--- src/rtl/sensor_uart_pkg.sv ---
// Shared definitions for the sensor-to-UART scheduler.
//   SYNC_BYTE     : first byte of every packet
//   PKT_LEN       : bytes per packet (SYNC, CH_ID, MSB, LSB, CSUM)
//   sched_state_e : scheduler FSM states
//   pkt_byte()    : returns byte idx of the packet framed for channel ch and sample
package sensor_uart_pkg;

  localparam logic [7:0]  SYNC_BYTE = 8'hAA;
  localparam int unsigned PKT_LEN   = 5;

  typedef enum logic [1:0] {
    IDLE,
    SEND,
    WAIT
  } sched_state_e;

  function automatic logic [7:0] pkt_byte(input logic [2:0]  idx,
                                          input logic [2:0]  ch,
                                          input logic [15:0] sample);
    logic [7:0] ch_id;
    logic [7:0] res;
    ch_id = {5'b0, ch};
    case (idx)
      3'd0:    res = SYNC_BYTE;
      3'd1:    res = ch_id;
      3'd2:    res = sample[15:8];
      3'd3:    res = sample[7:0];
      3'd4:    res = ch_id ^ sample[15:8] ^ sample[7:0];
      default: res = 8'h00;
    endcase
    return res;
  endfunction

endpackage

--- src/rtl/rr_arbiter.sv ---
// Combinational round-robin pick. Searches req starting at ptr and wrapping modulo N_CH;
// the first set bit wins. No state: the pointer is owned by the caller.
//   req   : request vector
//   ptr   : channel searched first (must be < N_CH)
//   grant : one-hot winner, all zero when req is zero
//   idx   : binary index of the winner, zero when req is zero
module rr_arbiter #(
  parameter int unsigned N_CH = 4,
  localparam int unsigned IDX_W = $clog2(N_CH)
) (
  input  logic [N_CH-1:0]  req,
  input  logic [IDX_W-1:0] ptr,
  output logic [N_CH-1:0]  grant,
  output logic [IDX_W-1:0] idx
);

  always_comb begin
    logic             found;
    logic [IDX_W:0]   cand;
    grant = '0;
    idx   = '0;
    found = 1'b0;
    cand  = '0;
    for (int unsigned k = 0; k < N_CH; k++) begin
      // ptr + k, folded back into 0..N_CH-1 (works for non-power-of-two N_CH)
      cand = {1'b0, ptr} + (IDX_W + 1)'(k);
      if (cand >= (IDX_W + 1)'(N_CH)) begin
        cand = cand - (IDX_W + 1)'(N_CH);
      end
      if (!found && req[cand[IDX_W-1:0]]) begin
        found                    = 1'b1;
        grant[cand[IDX_W-1:0]]   = 1'b1;
        idx                      = cand[IDX_W-1:0];
      end
    end
  end

endmodule

--- src/rtl/sensor_uart_scheduler.sv ---
// Round-robin scheduler sharing one UART TX channel between N_CH sensor requesters.
// A granted channel's 16-bit sample is latched and sent as a 5-byte packet
// (AA, CH_ID, MSB, LSB, CSUM) using the tx_start/tx_busy/tx_done handshake.
//   clk, rst_n : clock, asynchronous active-low reset
//   req        : per-channel request level, held until ack
//   sample     : channel i sample on [16*i+15:16*i]
//   ack        : one-cycle pulse, sample of that channel captured
//   tx_start   : one-cycle pulse, tx_data valid
//   tx_data    : byte being sent, held from tx_start until tx_done
//   tx_busy    : UART transmitter busy
//   tx_done    : UART one-cycle byte-complete pulse
//   busy       : packet in flight
//   err        : one-cycle pulse when a byte times out (packet abandoned)
//   pkt_count  : completed packets, wrapping
module sensor_uart_scheduler
  import sensor_uart_pkg::*;
#(
  parameter int unsigned N_CH           = 4,
  parameter int unsigned TIMEOUT_CYCLES = 20000,
  parameter int unsigned CNT_W          = 16
) (
  input  logic                 clk,
  input  logic                 rst_n,
  input  logic [N_CH-1:0]      req,
  input  logic [16*N_CH-1:0]   sample,
  output logic [N_CH-1:0]      ack,
  output logic                 tx_start,
  output logic [7:0]           tx_data,
  input  logic                 tx_busy,
  input  logic                 tx_done,
  output logic                 busy,
  output logic                 err,
  output logic [CNT_W-1:0]     pkt_count
);

  localparam int unsigned IDX_W = $clog2(N_CH);
  localparam int unsigned TMR_W = $clog2(TIMEOUT_CYCLES + 1);
  // Timer starts at 0 in the first WAIT cycle, so this value lands TIMEOUT_CYCLES after tx_start
  localparam logic [TMR_W-1:0] TMR_LAST = TMR_W'(TIMEOUT_CYCLES - 1);
  localparam logic [2:0]       LAST_IDX = 3'(PKT_LEN - 1);

  sched_state_e     state_q, state_d;
  logic [IDX_W-1:0] ptr_q, ptr_d;
  logic [IDX_W-1:0] win_q, win_d;
  logic [15:0]      sample_q, sample_d;
  logic [2:0]       byte_idx_q, byte_idx_d;
  logic [TMR_W-1:0] timer_q, timer_d;
  logic [CNT_W-1:0] cnt_q, cnt_d;
  logic [N_CH-1:0]  ack_q, ack_d;

  logic [N_CH-1:0]  arb_grant;
  logic [IDX_W-1:0] arb_idx;
  logic [15:0]      arb_sample;
  logic [IDX_W-1:0] next_ptr;

  rr_arbiter #(
    .N_CH (N_CH)
  ) u_arb (
    .req   (req),
    .ptr   (ptr_q),
    .grant (arb_grant),
    .idx   (arb_idx)
  );

  always_comb begin
    arb_sample = '0;
    for (int unsigned i = 0; i < N_CH; i++) begin
      if (arb_grant[i]) begin
        arb_sample = sample[16*i +: 16];
      end
    end
  end

  // Next search starts just after the channel that was served (or abandoned)
  assign next_ptr = (win_q == IDX_W'(N_CH - 1)) ? '0 : win_q + 1'b1;

  // State register
  always_ff @(posedge clk or negedge rst_n) begin
    if (!rst_n) begin
      state_q    <= IDLE;
      ptr_q      <= '0;
      win_q      <= '0;
      sample_q   <= '0;
      byte_idx_q <= '0;
      timer_q    <= '0;
      cnt_q      <= '0;
      ack_q      <= '0;
    end else begin
      state_q    <= state_d;
      ptr_q      <= ptr_d;
      win_q      <= win_d;
      sample_q   <= sample_d;
      byte_idx_q <= byte_idx_d;
      timer_q    <= timer_d;
      cnt_q      <= cnt_d;
      ack_q      <= ack_d;
    end
  end

  // Next-state logic
  always_comb begin
    state_d    = state_q;
    ptr_d      = ptr_q;
    win_d      = win_q;
    sample_d   = sample_q;
    byte_idx_d = byte_idx_q;
    timer_d    = timer_q;
    cnt_d      = cnt_q;
    ack_d      = '0;
    unique case (state_q)
      IDLE: begin
        if (|req) begin
          win_d      = arb_idx;
          sample_d   = arb_sample;
          ack_d      = arb_grant;
          byte_idx_d = '0;
          state_d    = SEND;
        end
      end
      SEND: begin
        if (!tx_busy) begin
          timer_d = '0;
          state_d = WAIT;
        end
      end
      WAIT: begin
        // tx_done takes priority over a timeout landing on the same cycle
        if (tx_done) begin
          byte_idx_d = byte_idx_q + 1'b1;
          if (byte_idx_q == LAST_IDX) begin
            cnt_d   = cnt_q + 1'b1;
            ptr_d   = next_ptr;
            state_d = IDLE;
          end else begin
            state_d = SEND;
          end
        end else if (timer_q == TMR_LAST) begin
          ptr_d   = next_ptr;
          state_d = IDLE;
        end else begin
          timer_d = timer_q + 1'b1;
        end
      end
      default: state_d = IDLE;
    endcase
  end

  // Outputs
  always_comb begin
    tx_start = (state_q == SEND) && !tx_busy;
    tx_data  = (state_q == IDLE) ? 8'h00 : pkt_byte(byte_idx_q, 3'(win_q), sample_q);
    busy     = (state_q != IDLE);
    err      = (state_q == WAIT) && !tx_done && (timer_q == TMR_LAST);
  end

  assign ack       = ack_q;
  assign pkt_count = cnt_q;

endmodule

--- config.mk ---
export PLATFORM = sky130hd
export DESIGN_NAME = sensor_uart_scheduler
export DESIGN_NICKNAME = d
export VERILOG_FILES = /design/src/rtl/sensor_uart_pkg.sv /design/src/rtl/rr_arbiter.sv /design/src/rtl/sensor_uart_scheduler.sv
export SDC_FILE = /design/constraint.sdc
export NUM_CORES = 1
export LEC_CHECK = 0
export ABC_AREA = 1
export ABC_CLOCK_PERIOD_IN_PS = 2600
export CORE_MARGIN = 2
export CORE_UTILIZATION = 40
export DETAILED_ROUTE_END_ITERATION = 10
export MAX_ROUTING_LAYER = met4
export PLACE_DENSITY = 0.66
export SLEW_MARGIN = 20
export SYNTH_ARGS = -nofsm -noshare
export SYNTH_HDL_FRONTEND = slang
export SYNTH_SLANG_ARGS = --single-unit
--- constraint.sdc ---
create_clock -name clk -period 2.6 [get_ports clk]
set_input_delay 0.52 -clock clk [delete_from_list [all_inputs] [get_ports clk]]
set_output_delay 0.52 -clock clk [all_outputs]
set_load 0.01 [all_outputs]
==> reports/results.tsv <==
metric	value	unit
outcome	completed	
Final Skew	0.00670	ns
synth unique cells	50	
Area contributors post-synth	dfrtp_1 33%, nand2_1 15%, inv_1 6.6%, nand3_1 6.4%, ha_1 4.1%	
Crit. End Element	output pin	
Period Utilization, post-route	0.963	
syn_area_per_cell	7.25	sq um
GRT Util Overall	0.203	
Post-Layout Cell Count	902	
Primary FF master, synth	dfrtp_1	
area of the die	12400	sq um
Syn. warnings	0	
Slew Limit Fails	0	
Worst Path Required	2.08	ns
most frequent cell after synthesis	nand2_1	
nets@finish	841	
Core Area	11300	sq um
Setup CP Type	flip-flop to output pin	
via total after detailed routing	4477	
Synth Cell Area	4620	sq um
DRT Pass-1 Iters	5	
critical-path maximum fanout	14	
Num CTS Buffers	9	
Max Cap Viol	0	
Seq pwr share	0.253	
Max Fclk	399	MHz
Via density	4.96	
Clock Path Buffers	2	
Min Hold Slack	0.229	ns
DP Cell Count	879	
ant diodes	0	
Avg WL per Cell	13.3	um
Critical Path Source Type	flip-flop	
DRT Wirelength	12.0	mm
Synth top cells by count	187 x nand2_1, 81 x inv_1, 60 x dfrtp_1	
die height	111	um
Worst Tran Pin Value	0.678	ns
Synth-to-Final Area Change	34.7	%
initial antenna violation count	0	
hold_buf cts	0	
io pins	103	
Sw Ratio	0.412	
Detail Route Antenna Nets	0	
pwr/cell area	823	nW/um^2
DR DRC count	0	
cell leakage power	0.00316	uW
largest net degree at the start of global routing	34	
final hold vios	0	
slew margin rel.	0.548	
Post-Route Setup TNS	0	ns
HP Class	input port to async pin	
die width	111	um
# rows	39	
# setup viols final	0	
Starting DRT DRC Count	262	
cell count after synthesis	637	
Net Sw Power	2110	uW
synthesized flop and latch total	60	
share of layout cells above drive strength 1	0.141	
CP arrival	1.99	ns
P_int	3010	uW
combinational cell fraction of total power	0.482	
Async S/R FF share, synth	1.00	
Port Buf Inserts	102	
Seq/Total Area, Yosys	0.325	
maximum vdd ir drop	0.442	mV
Num Clock Sinks	60	
first-pass GRT wire length	20.5	mm
dpl hpwl	9.12	mm
share of the synthesized area in the top cell type	0.325	
vias in the first global route	4433	
Initial Utilization	0.408	
H-tree depth	3	
Post-synth EDFFs	0	
Yosys top cell by area	dfrtp_1	
GPL Wtd Cong	0.896	
GRT overflow	0	
CTS root buf	clkbuf_16	
post-layout minimum cycle time	2.51	ns
worst skew pair latency	0.33	ns
clock power share	0.265	
Post-Synthesis Net Count	724	
Reg clk slew, reported paths	0.05	ns
CTS tree	done	
[flip-flops by register name, summed over array words and instances (netlist names)]
signal / flops
win_q: 2
ptr_q: 2
timer_q: 15
sample_q: 16
ack: 4
state_q: 2
byte_idx_q: 3
pkt_count: 16
[layout make-up]
| class | count | area (sq um) |
|---|---|---|
| Clock buffer | 11 | 233 |
| Clock inverter | 5 | 100 |
| Fill cell | 1089 | 5100 |
| Inverter | 103 | 404 |
| Multi-Input combinational cell | 459 | 2630 |
| Sequential cell | 60 | 1500 |
| Tap cell | 143 | 179 |
| Timing Repair Buffer | 121 | 1170 |
[final timing paths]
check                                    from             to  slack (ns)  cells after the start
worst max-delay path            byte_idx_q[0]     tx_data[5]        0.09                      8
worst min-delay path                    rst_n   pkt_count[9]        0.23                      1
worst max register to register       ptr_q[0]   sample_q[13]        0.20                     12
worst min register to register  pkt_count[15]  pkt_count[15]        0.48                      1
max in group asynchronous               rst_n   sample_q[14]        1.68                      2
min in group clk                pkt_count[15]  pkt_count[15]        0.48                      1
[power groups by stage]
stage	combinational (uW)	sequential, uW	clock (uW)
after floorplan	1780	1270	0
after global routing	2770	1320	1410
after global placement	2360	1300	0
after CTS	2400	1290	1370
after detailed placement	2400	1300	0
final	2470	1300	1350
[repair_timing]
| action | CTS | global route |
|---|---|---|
| resized for setup | 14 | 6 |
| pin swaps | 1 | 1 |
| cloned | 0 | 1 |
| endpoints found under the hold margin | 0 | 0 |
| buffers inserted | 2 | 4 |
| endpoints found under the setup margin | 9 | 8 |
[worst max-delay path, cell delays in order (launching register included)]
cell           delay (ns)
dfrtp_1              0.38
inv_1                0.09
ha_1                 0.24
nand2_4              0.15
o21bai_1             0.08
a221o_1              0.34
nand2_1              0.07
inv_1                0.04
dlygate4sd2_1        0.27
[metal layers]
layer  GRT usage  vias to the layer above  routed length (um)
met5           -                        -                   0
met2       0.335                      141                5690
met4      0.0650                        0                 215
met3      0.0381                       21                 647
met1       0.254                     2066                5470
li1            -                     2249                   -
[layout by cell type (no fill, tap or decap), drive strengths merged, types with 2 or more instances in the layout]
master         netlist  final
a31oi                2      2
nor4                 3      3
xor2                16     16
nand3               77     78
o21ai               28     28
clkbuf               3     11
a21oi               24     24
or2                  2      2
o31ai                2      2
ha                  15     15
nand4               13     13
a21boi               3      3
dlygate4sd2          0      8
a41oi                2      2
bufinv               0      3
clkinv               9     11
clkdlybuf4s50        0     93
nor2                53     53
buf                 13     20
nand2              198    198
xnor2                6      6
nor3                 7      7
dfrtp               60     60
inv                 94     94
[through the flow]
| step | setup slack [ns] | total power, uW | utilization | instance area (sq um) |
|---|---|---|---|---|
| global placement | 0.0508 | 3660 | 0.511 | 5780 |
| CTS | 0.0520 | 5070 | 0.543 | 6140 |
| finish | 0.0950 | 5120 | 0.550 | 6220 |
| floorplan | 0.434 | 3060 | - | 4620 |
| global route | -0.0643 | 5510 | 0.550 | 6220 |
| detailed placement | -0.00234 | 3710 | 0.511 | 5780 |
[cell families after synthesis]
logic type / after synthesis / synth area share
compound gates: 67 / 0.0943
xor+xnor: 22 / 0.0417
fa+ha+maj: 15 / 0.0407
buf+inv: 119 / 0.117
flops: 60 / 0.325
simple gates: 354 / 0.381
Note: power is estimated with default switching activity, not from simulation.
